File: src/rtl/ahb_slv_pkg.sv
// Shared encodings, region map, FSM states and FIFO entry type for the AHB slave interface.
// AHB_SLV_ERR_EN adds the two-cycle ERROR response states.
package ahb_slv_pkg;

    localparam int unsigned ADDR_W = 32;
    localparam int unsigned DATA_W = 32;
    localparam int unsigned SEL_W  = 3;

    localparam logic [1:0] HTRANS_IDLE   = 2'b00;
    localparam logic [1:0] HTRANS_BUSY   = 2'b01;
    localparam logic [1:0] HTRANS_NONSEQ = 2'b10;
    localparam logic [1:0] HTRANS_SEQ    = 2'b11;

    localparam logic [1:0] HRESP_OKAY  = 2'b00;
    localparam logic [1:0] HRESP_ERROR = 2'b01;

    localparam logic [ADDR_W-1:0] REG0_BASE  = 32'h8000_0000;
    localparam logic [ADDR_W-1:0] REG0_LIMIT = 32'h83FF_FFFF;
    localparam logic [ADDR_W-1:0] REG1_BASE  = 32'h8400_0000;
    localparam logic [ADDR_W-1:0] REG1_LIMIT = 32'h87FF_FFFF;
    localparam logic [ADDR_W-1:0] REG2_BASE  = 32'h8800_0000;
    localparam logic [ADDR_W-1:0] REG2_LIMIT = 32'h8BFF_FFFF;

    typedef enum logic [2:0] {
        ST_IDLE,
        ST_WDATA,
        ST_RWAIT
`ifdef AHB_SLV_ERR_EN
        ,
        ST_ERR1,
        ST_ERR2
`endif
    } state_t;

    typedef struct packed {
        logic              write;
        logic [ADDR_W-1:0] addr;
        logic [DATA_W-1:0] wdata;
        logic [SEL_W-1:0]  sel;
    } xfer_t;

    // One-hot region select; all-zero means out of range.
    function automatic logic [SEL_W-1:0] addr_decode(input logic [ADDR_W-1:0] addr);
        if (addr >= REG0_BASE && addr <= REG0_LIMIT) return 3'b001;
        if (addr >= REG1_BASE && addr <= REG1_LIMIT) return 3'b010;
        if (addr >= REG2_BASE && addr <= REG2_LIMIT) return 3'b100;
        return 3'b000;
    endfunction

endpackage

File: src/rtl/ahb_slv_fifo.sv
// Two-entry synchronous FIFO carrying transfers from the AHB side to the APB side.
module ahb_slv_fifo
    import ahb_slv_pkg::*;
(
    input  logic       i_clk,
    input  logic       i_rst,
    input  logic       i_push,
    input  xfer_t      i_push_data,
    input  logic       i_pop,
    output xfer_t      o_head,
    output logic [1:0] o_count
);

    xfer_t      r_mem [2];
    logic       r_wr_ptr;
    logic       r_rd_ptr;
    logic [1:0] r_count;
    logic       w_do_push;
    logic       w_do_pop;

    assign w_do_pop  = i_pop && (r_count != 2'd0);
    assign w_do_push = i_push && ((r_count != 2'd2) || w_do_pop);

    always_ff @(posedge i_clk) begin
        if (i_rst) begin
            r_wr_ptr <= 1'b0;
            r_rd_ptr <= 1'b0;
            r_count  <= 2'd0;
        end else begin
            if (w_do_push) r_wr_ptr <= ~r_wr_ptr;
            if (w_do_pop)  r_rd_ptr <= ~r_rd_ptr;
            r_count <= r_count + 2'(w_do_push) - 2'(w_do_pop);
        end
    end

    // Storage needs no reset: contents are only visible while count is non-zero.
    always_ff @(posedge i_clk) begin
        if (w_do_push) r_mem[r_wr_ptr] <= i_push_data;
    end

    assign o_head  = r_mem[r_rd_ptr];
    assign o_count = r_count;

endmodule

File: src/rtl/ahb_slave_if.sv
// AHB slave front end: decodes address phases and queues transfers for an APB bridge.
// AHB_SLV_ERR_EN enables ERROR responses for out-of-range accesses.
module ahb_slave_if
    import ahb_slv_pkg::*;
(
    input  logic              hclk,
    input  logic              hreset,
    input  logic              hwrite,
    input  logic              hreadyin,
    input  logic [1:0]        htrans,
    input  logic [ADDR_W-1:0] haddr,
    input  logic [DATA_W-1:0] hwdata,
    output logic              hr_readyout,
    output logic [1:0]        hresp,
    output logic [DATA_W-1:0] hrdata,
    output logic              xfer_valid,
    input  logic              xfer_ready,
    output logic              xfer_write,
    output logic [ADDR_W-1:0] xfer_addr,
    output logic [DATA_W-1:0] xfer_wdata,
    output logic [SEL_W-1:0]  xfer_sel,
    input  logic              rd_valid,
    input  logic [DATA_W-1:0] prdata
);

    state_t            r_state;
    state_t            w_state_nxt;
    logic [ADDR_W-1:0] r_addr;
    logic [SEL_W-1:0]  r_sel;
    logic              r_rd_pushed;
    logic              r_rd_done;
    logic [DATA_W-1:0] r_hrdata;

    logic              w_rd_pushed_nxt;
    logic              w_rd_done_nxt;
    logic [DATA_W-1:0] w_hrdata_nxt;
    logic              w_ready;
    logic [1:0]        w_hresp;
    logic              w_accept;
    logic              w_addr_valid;
    logic [SEL_W-1:0]  w_sel;
    logic              w_push;
    xfer_t             w_push_data;
    logic              w_pop;
    logic              w_space;
    logic [1:0]        w_count;
    xfer_t             w_head;

    ahb_slv_fifo u_fifo (
        .i_clk       (hclk),
        .i_rst       (hreset),
        .i_push      (w_push),
        .i_push_data (w_push_data),
        .i_pop       (w_pop),
        .o_head      (w_head),
        .o_count     (w_count)
    );

    assign xfer_valid = (w_count != 2'd0);
    assign w_pop      = xfer_valid && xfer_ready;
    assign w_space    = (w_count != 2'd2) || w_pop;
    assign w_sel      = addr_decode(haddr);

    always_ff @(posedge hclk) begin
        if (hreset) begin
            r_state     <= ST_IDLE;
            r_addr      <= '0;
            r_sel       <= '0;
            r_rd_pushed <= 1'b0;
            r_rd_done   <= 1'b0;
            r_hrdata    <= '0;
        end else begin
            r_state     <= w_state_nxt;
            r_rd_pushed <= w_rd_pushed_nxt;
            r_rd_done   <= w_rd_done_nxt;
            r_hrdata    <= w_hrdata_nxt;
            if (w_addr_valid) begin
                r_addr <= haddr;
                r_sel  <= w_sel;
            end
        end
    end

    // Data-phase handling first; w_accept marks states where a new address phase may start.
    always_comb begin
        w_state_nxt     = r_state;
        w_rd_pushed_nxt = r_rd_pushed;
        w_rd_done_nxt   = r_rd_done;
        w_hrdata_nxt    = r_hrdata;
        w_ready         = 1'b1;
        w_hresp         = HRESP_OKAY;
        w_accept        = 1'b0;
        w_addr_valid    = 1'b0;
        w_push          = 1'b0;
        w_push_data     = '0;

        case (r_state)
            ST_IDLE: w_accept = 1'b1;
            ST_WDATA: begin
                w_ready = w_space;
                if (w_space) begin
                    w_push            = 1'b1;
                    w_push_data.write = 1'b1;
                    w_push_data.addr  = r_addr;
                    w_push_data.wdata = hwdata;
                    w_push_data.sel   = r_sel;
                    w_state_nxt       = ST_IDLE;
                    w_accept          = 1'b1;
                end
            end
            ST_RWAIT: begin
                w_ready = r_rd_done;
                if (r_rd_done) begin
                    w_state_nxt     = ST_IDLE;
                    w_rd_pushed_nxt = 1'b0;
                    w_rd_done_nxt   = 1'b0;
                    w_accept        = 1'b1;
                end else if (!r_rd_pushed) begin
                    if (w_space) begin
                        w_push            = 1'b1;
                        w_push_data.write = 1'b0;
                        w_push_data.addr  = r_addr;
                        w_push_data.sel   = r_sel;
                        w_rd_pushed_nxt   = 1'b1;
                    end
                // The read is the newest entry, so an empty FIFO means it has been popped.
                end else if (w_count == 2'd0 && rd_valid) begin
                    w_hrdata_nxt  = prdata;
                    w_rd_done_nxt = 1'b1;
                end
            end
`ifdef AHB_SLV_ERR_EN
            ST_ERR1: begin
                w_ready     = 1'b0;
                w_hresp     = HRESP_ERROR;
                w_state_nxt = ST_ERR2;
            end
            ST_ERR2: begin
                w_hresp     = HRESP_ERROR;
                w_state_nxt = ST_IDLE;
            end
`endif
            default: w_state_nxt = ST_IDLE;
        endcase

        w_addr_valid = w_accept && hreadyin && w_ready &&
                       (htrans == HTRANS_NONSEQ || htrans == HTRANS_SEQ);

        if (w_addr_valid) begin
            if (w_sel != 3'b000) begin
                w_state_nxt = hwrite ? ST_WDATA : ST_RWAIT;
            end else begin
`ifdef AHB_SLV_ERR_EN
                w_state_nxt = ST_ERR1;
`else
                w_state_nxt = ST_IDLE;
                if (!hwrite) w_hrdata_nxt = '0;
`endif
            end
        end
    end

    assign hr_readyout = w_ready;
    assign hresp       = w_hresp;
    assign hrdata      = r_hrdata;
    assign xfer_write  = w_head.write;
    assign xfer_addr   = w_head.addr;
    assign xfer_wdata  = w_head.wdata;
    assign xfer_sel    = w_head.sel;

endmodule

File: config.mk
export PLATFORM = sky130hd
export DESIGN_NAME = ahb_slave_if
export DESIGN_NICKNAME = d
export VERILOG_FILES = /design/src/rtl/ahb_slv_pkg.sv /design/src/rtl/ahb_slv_fifo.sv /design/src/rtl/ahb_slave_if.sv
export SDC_FILE = /design/constraint.sdc
export NUM_CORES = 1
export LEC_CHECK = 0
export ABC_CLOCK_PERIOD_IN_PS = 11600
export CAP_MARGIN = 20
export CORE_MARGIN = 3
export CORE_UTILIZATION = 40
export DETAILED_ROUTE_END_ITERATION = 10
export GPL_TIMING_DRIVEN = 0
export PLACE_DENSITY = 0.67
export SYNTH_ARGS = -nofsm -noshare
export SYNTH_HDL_FRONTEND = slang
export SYNTH_SLANG_ARGS = --single-unit
File: constraint.sdc
create_clock -name hclk -period 11.6 [get_ports hclk]
set_input_delay 1.16 -clock hclk [delete_from_list [all_inputs] [get_ports hclk]]
set_output_delay 1.16 -clock hclk [all_outputs]
set_load 0.02 [all_outputs]
==> results of run 1 <==
-- cell families after synthesis --
family,share of synthesized area (%)
adders and majority gates,0.896
other,0.0447
xor gates and xnor gates,0.418
and+or+nand+nor,12.0
muxes,9.50
AOI/OAI and AO/OA,7.30
DFF,66.9
buffers and inverters,2.97
-- power by group through the flow --
stage / Clock, mW / Combinational [mW] / Sequential, mW
2_1_floorplan: 0 / 0.0513 / 0.819
3_3_place_gp: 0 / 0.108 / 0.820
3_5_place_dp: 0 / 0.108 / 0.821
4_1_cts: 0.724 / 0.109 / 0.804
5_1_grt: 0.752 / 0.116 / 0.805
6_report: 0.709 / 0.108 / 0.805
-- final timing paths --
| path | start | to | slack [ps] | cells past startpoint |
|---|---|---|---|---|
| worst min register to register | hrdata[23]$_SDFF_PP0_ | hrdata[23]$_SDFF_PP0_ | 450 | 2 |
| worst max-delay path | xfer_ready | hr_readyout | 7050 | 7 |
| worst min-delay path | hrdata[23]$_SDFF_PP0_ | hrdata[23]$_SDFF_PP0_ | 450 | 2 |
| worst max register to register | r_state[1]$_SDFFE_PP0P_ | u_fifo.r_mem[0][22]$_DFFE_PP_ | 8600 | 8 |
-- synthesized netlist by cell type, types with 2 or more instances --
library cell                 n
sky130_fd_sc_hd__nor2b_1     5
sky130_fd_sc_hd__nand2_1    68
sky130_fd_sc_hd__mux2_2     68
sky130_fd_sc_hd__dfxtp_1    76
sky130_fd_sc_hd__nand3_1    34
sky130_fd_sc_hd__clkbuf_1   31
sky130_fd_sc_hd__and3_1     33
sky130_fd_sc_hd__o21ai_0    33
sky130_fd_sc_hd__buf_4       2
sky130_fd_sc_hd__nor2_1      7
sky130_fd_sc_hd__edfxtp_1  136
sky130_fd_sc_hd__buf_1       6
sky130_fd_sc_hd__buf_2       4
sky130_fd_sc_hd__o211a_1     2
sky130_fd_sc_hd__ha_1        6
sky130_fd_sc_hd__xnor2_1     3
sky130_fd_sc_hd__a21oi_1    68
sky130_fd_sc_hd__inv_1       7
sky130_fd_sc_hd__mux2i_1     3
sky130_fd_sc_hd__buf_6       3
sky130_fd_sc_hd__nand3b_1    2
sky130_fd_sc_hd__and2_1     36
sky130_fd_sc_hd__nor3b_1     2
sky130_fd_sc_hd__clkbuf_2    3
-- sequential cells by signal (all words and copies together) (netlist names), named ones only --
register         cells
r_state              2
u_fifo.o_count       2
r_rd_done            1
r_sel                3
u_fifo.r_wr_ptr      1
u_fifo.r_rd_ptr      1
r_addr              32
hrdata              32
r_rd_pushed          1
u_fifo.r_mem       136
-- tightest hold or removal path, stage by stage (launching register included) --
cell	delay, ps
sky130_fd_sc_hd__dfxtp_1	310
sky130_fd_sc_hd__nand2_1	50
sky130_fd_sc_hd__a21oi_1	50
-- layout make-up --
class                      count  area, um^2  share of cell area (%)
clock inverter                 7        76.3                   0.660
tap                          270         338                    2.92
timing repair buffer         206        2100                    18.1
multi-input combinational    387        2540                    21.9
sequential                   212        5610                    48.4
inverter                       7        26.3                   0.227
buffer                        49         223                    1.92
clock buffer                  33         664                    5.74
-- routing by layer --
metal	vias up	share of wire [%]	GRT usage (%)	wire, um
li1	2821	-	-	-
met1	2780	41	22.7	8610
met2	200	48	29.8	9990
met3	36	8.9	5.21	1860
met4	0	2.3	4.99	488
met5	-	0	0	0
-- metrics by stage --
step | util [%] | hold slack [ps]
final | 56.6 | 448
after floorplan | - | 430
after detailed placement | 53.0 | 444
after global routing | 56.6 | 466
after CTS | 56.6 | 451
after global placement | 52.6 | 437
==> flow_summary.json, run 1 <==
{
  "status": "finished clean",
  "internal_power_contribution_mw": 1.28,
  "post-cts-setup-buffer-count": 0,
  "post-route-drc-count": 0,
  "numClockSinks": 212,
  "place.gp.congestion": 0.801,
  "cts_buffers": 22,
  "cts_tree": "done",
  "clock_tree.buffer_depth": 3,
  "drive_gt1_share_pct": 13.4,
  "clock_skew_ps": 9.63,
  "io_pins": 208,
  "async_flop_share_pct": 0,
  "initial_core_util_pct": 41.0,
  "finish.cell_count_without_fillers": 1171,
  "place_inst": 1131,
  "critical_path.startpoint_type": "primary input",
  "via_per_inst": 4.98,
  "totalNegativeSetupSlack_ps": 0,
  "finalHoldViolations": 0,
  "clock_insertion_delay_worst_skew_ps": 510,
  "worst_path_dominant_cell_family": "buffers and inverters",
  "gr-total-overflow": 0,
  "rsz0062_at_grt": "false",
  "power_share_of_the_sequential_group_pct": 49.6,
  "vias_in_the_first_global_route": 5812,
  "detailedPlacementHpwl_mm": 14.5,
  "path_common_cell": "sky130_fd_sc_hd__clkdlybuf4s50_1",
  "synth_warn": 0,
  "ys_seq_area_share_pct": 66.9,
  "dr.first_iter.drc_count": 305,
  "count_of_flip_flops_with_a_built_in_enable_after_synthesis": 136,
  "max_freq_ghz": 0.220,
  "final_design_area_excluding_fillers_um2": 11600,
  "clock_tree.root_cell": "sky130_fd_sc_hd__clkbuf_16",
  "drt.antenna.violating_nets": 0,
  "cp.arrival_ps": 3390,
  "power_frac_comb_pct": 6.6,
  "antenna_found_initial": 0,
  "worstPathBufferInverterCount": 4,
  "layout_min_cycle_time_ps": 4550,
  "total_leakage_power_nw": 4.47,
  "netlist_top_cells_area": "sky130_fd_sc_hd__edfxtp_1 (49%), sky130_fd_sc_hd__dfxtp_1 (18%), sky130_fd_sc_hd__mux2_2 (9.1%), sky130_fd_sc_hd__a21oi_1 (4.1%), sky130_fd_sc_hd__nand2_1 (3.0%)",
  "pwr_total_mw": 1.62,
  "timing.final.crit_share_pct": 39.2,
  "insertedDiodeCount": 0,
  "critical_path_required_ps": 10440,
  "final_common_cell": "sky130_fd_sc_hd__clkdlybuf4s50_1",
  "num_rows": 52,
  "placement.setup.worst_slack_ps": 7050,
  "layout.filler_cells": 1734,
  "die-area_um2": 22700,
  "setup-violations-final": 0,
  "cts.reportedPaths.clkPinSlew_ps": 60,
  "synthesis.area_per_instance_um2": 12.8,
  "synth_seq_cells": 212,
  "globalRouteTotalUtil_pct": 17.8,
  "syn_area_um2": 8380,
  "critical-path-slowest-cell": "sky130_fd_sc_hd__clkdlybuf4s50_1",
  "via_count": 5837,
  "crit_end_element": "primary output",
  "drv.max_cap_violation_count": 0,
  "slew_violations": 0,
  "power.switching_fraction_pct": 21.2,
  "critPathMaxFanout": 10,
  "slowest_delay_ps": 570,
  "setup_ws_ps": 7050,
  "commonest_register_cell_after_synthesis": "sky130_fd_sc_hd__edfxtp_1",
  "dieHeight_um": 151,
  "ir_worst_vdd_uv": 108,
  "placeableCoreArea_um2": 20400,
  "synthDominantAreaCellType": "sky130_fd_sc_hd__edfxtp_1",
  "post_drt_wl_per_cell_um": 17.9,
  "buffer_ports.inserted": 203,
  "worstSetupPathType": "primary input to primary output",
  "dpl_cell_area_um2": 10800,
  "cts.repair.resized": 0,
  "max_slew_margin_vs_limit_pct": 49.9,
  "global_route_wire_length_before_repair_mm": 31.4,
  "grt_max_degree": 58,
  "finish.net_count": 995,
  "yosysTopAreaCellShare_pct": 48.7,
  "aggregate_routed_wire_length_mm": 20.9,
  "die-width_um": 151,
  "power.clock.fraction_pct": 43.8,
  "powerDensity_nw_per_um2": 140,
  "most-common-layout-cells": "sky130_fd_sc_hd__clkdlybuf4s50_1 (203), sky130_fd_sc_hd__edfxtp_1 (136), sky130_fd_sc_hd__dfxtp_1 (76)",
  "cts-hold-fix-buffers": 0,
  "max_slew.worst_pin.slew_ps": 751,
  "synth_cells": 654,
  "hold_path.class": "register to register",
  "cts_max_level": 1,
  "drt_pre_antenna_iters": 4,
  "p_r_area_growth_vs_syn_pct": 38.1,
  "power_switching_uw": 344,
  "cp_cell_sequence": "clkdlybuf4s50_1 > or3b_4 > buf_2 > clkbuf_1 > a22oi_1 > nand2_1 > clkdlybuf4s50_1",
  "netlist-cell-type-count": 40
}
(Power assumes the default switching activity.)
==> inputs of run 2 (changes only) <==
ABC_CLOCK_PERIOD_IN_PS = 3850   (was 11600)
PLACE_DENSITY = 0.7   (was 0.67)
clock period = 3.85 ns   (was 11.6 ns; I/O delays follow)
==> run 2 against run 1 <==
Die area stayed put; total power rose to 3.0 times the previous value; combinational power rose to 3.1 times the previous value; clock-buffer cell count decreased by 3; cell count rose by 0.26%; via count rose by 0.36%; routed wire length shrank 1.7%; register-to-register slack got worse by 7900 ps.
==> flow_summary.json, run 2 (synthesized netlist as in run 1, its figures left out) <==
{
  "status": "finished clean",
  "ir_worst_vdd_uv": 310,
  "hold-worst-slack_ps": 394,
  "drive_gt1_share_pct": 12.7,
  "antenna_found_initial": 2,
  "drv.max_cap_violation_count": 0,
  "aggregate_routed_wire_length_mm": 20.6,
  "cp.arrival_ps": 3240,
  "finalHoldViolations": 0,
  "max_freq_ghz": 0.276,
  "numClockSinks": 212,
  "total_leakage_power_nw": 4.45,
  "buffer_ports.inserted": 203,
  "die-area_um2": 22700,
  "critical_path_required_ps": 3460,
  "placeableCoreArea_um2": 20400,
  "initial_core_util_pct": 41.0,
  "clock_skew_ps": 15.3,
  "critical_path.startpoint_type": "register",
  "globalRouteTotalUtil_pct": 17.3,
  "cts-hold-fix-buffers": 0,
  "largest_register_ffs": 136,
  "num_rows": 52,
  "detailedPlacementHpwl_mm": 14.1,
  "powerDensity_nw_per_um2": 422,
  "finish.cell_count_without_fillers": 1174,
  "cts_tree": "done",
  "placement.setup.worst_slack_ps": 382,
  "vias_in_the_first_global_route": 5857,
  "place.gp.congestion": 0.750,
  "setup_ws_ps": 223,
  "max_slew.worst_pin.slew_ps": 1000,
  "pwr_total_mw": 4.88,
  "critPathMaxFanout": 10,
  "largest_register_by_flop_count": "u_fifo.r_mem",
  "layout_min_cycle_time_ps": 3630,
  "setup-violations-final": 0,
  "via_count": 5858,
  "path_common_cell": "sky130_fd_sc_hd__clkbuf_1",
  "post-route-drc-count": 0,
  "cts_buffers": 23,
  "rsz0062_at_grt": "false",
  "post-cts-setup-buffer-count": 0,
  "finish.net_count": 996,
  "cts.reportedPaths.clkPinSlew_ps": 60,
  "timing.reg2reg.worst_path_depth": 7,
  "clock_tree.root_cell": "sky130_fd_sc_hd__clkbuf_16",
  "clock_insertion_delay_worst_skew_ps": 490,
  "post_drt_wl_per_cell_um": 17.5,
  "clock_tree.buffer_depth": 3,
  "p_r_area_growth_vs_syn_pct": 38.0,
  "slowest_delay_ps": 650,
  "crit_end_element": "primary output",
  "gr-total-overflow": 0,
  "critical-path-slowest-cell": "sky130_fd_sc_hd__buf_1",
  "io_pins": 208,
  "slew_violations": 0,
  "hold_path.class": "primary input to register",
  "final_common_cell": "sky130_fd_sc_hd__clkdlybuf4s50_1",
  "cts.repair.resized": 0,
  "grt_max_degree": 39,
  "drt.antenna.violating_nets": 0,
  "dr.first_iter.drc_count": 386,
  "global_route_wire_length_before_repair_mm": 30.8,
  "die-width_um": 151,
  "worst_hold_path.num_cells": 3,
  "drt_pre_antenna_iters": 5,
  "most-common-layout-cells": "sky130_fd_sc_hd__clkdlybuf4s50_1 (203), sky130_fd_sc_hd__edfxtp_1 (136), sky130_fd_sc_hd__dfxtp_1 (76)",
  "via_per_inst": 4.99,
  "dieHeight_um": 151,
  "worstSetupPathType": "register to primary output",
  "max_slew_margin_vs_limit_pct": 33.1,
  "timing.final.crit_share_pct": 94.2,
  "place_inst": 1131,
  "cts_max_level": 1,
  "cp_cell_sequence": "clkbuf_1 > clkbuf_1 > buf_1 > mux2_2 > clkdlybuf4s50_1"
}
run 2: path summary, 6_finish.rpt:
check                                       end                    start  slack (ps)
setup reg to reg  u_fifo.r_mem[0][33]$_DFFE_PP_  r_state[1]$_SDFFE_PP0P_         650
setup / recovery                    xfer_sel[2]                 register         220
hold reg to reg           hrdata[28]$_SDFF_PP0_    hrdata[28]$_SDFF_PP0_         450
hold / removal            r_sel[0]$_SDFFE_PP0P_                   hreset         390
run 2: worst max-delay path, delay by kind of cell (launching register included):
family   cells  cell delay (ps)
buf+inv      4             2000
flops        1              300
mux          1              450
run 2: power breakdown:
group | switching, mW | internal (mW)
combinational | 0.164 | 0.170
clock | 0.828 | 1.30
sequential | 0.0107 | 2.41
run 2: area by class of cell:
cell class	count	area, um^2
clock buffers	30	602
plain buffers	49	223
clock inverters	11	124
well taps	270	338
inverters	7	26.3
fillers	1732	8870
multi-input cells	387	2540
diodes	2	5.00
flip-flops and latches	212	5610
repair buffers	206	2100
run 2: layer usage:
layer	part of all wire (%)	track usage [%]	wire [um]
met5	0	0	0
met4	1.2	3.90	253
met3	8.6	4.36	1760
met2	49	29.4	10000
met1	42	22.4	8540
run 2: stage by stage:
stage | utilization [%] | instance area (um^2) | TNS (ps)
6_report | 56.6 | 11600 | 0
5_1_grt | 56.6 | 11600 | 0
4_1_cts | 56.6 | 11600 | 0
3_5_place_dp | 53.0 | 10800 | 0
3_3_place_gp | 52.7 | 10800 | -203220
2_1_floorplan | - | 8390 | 0
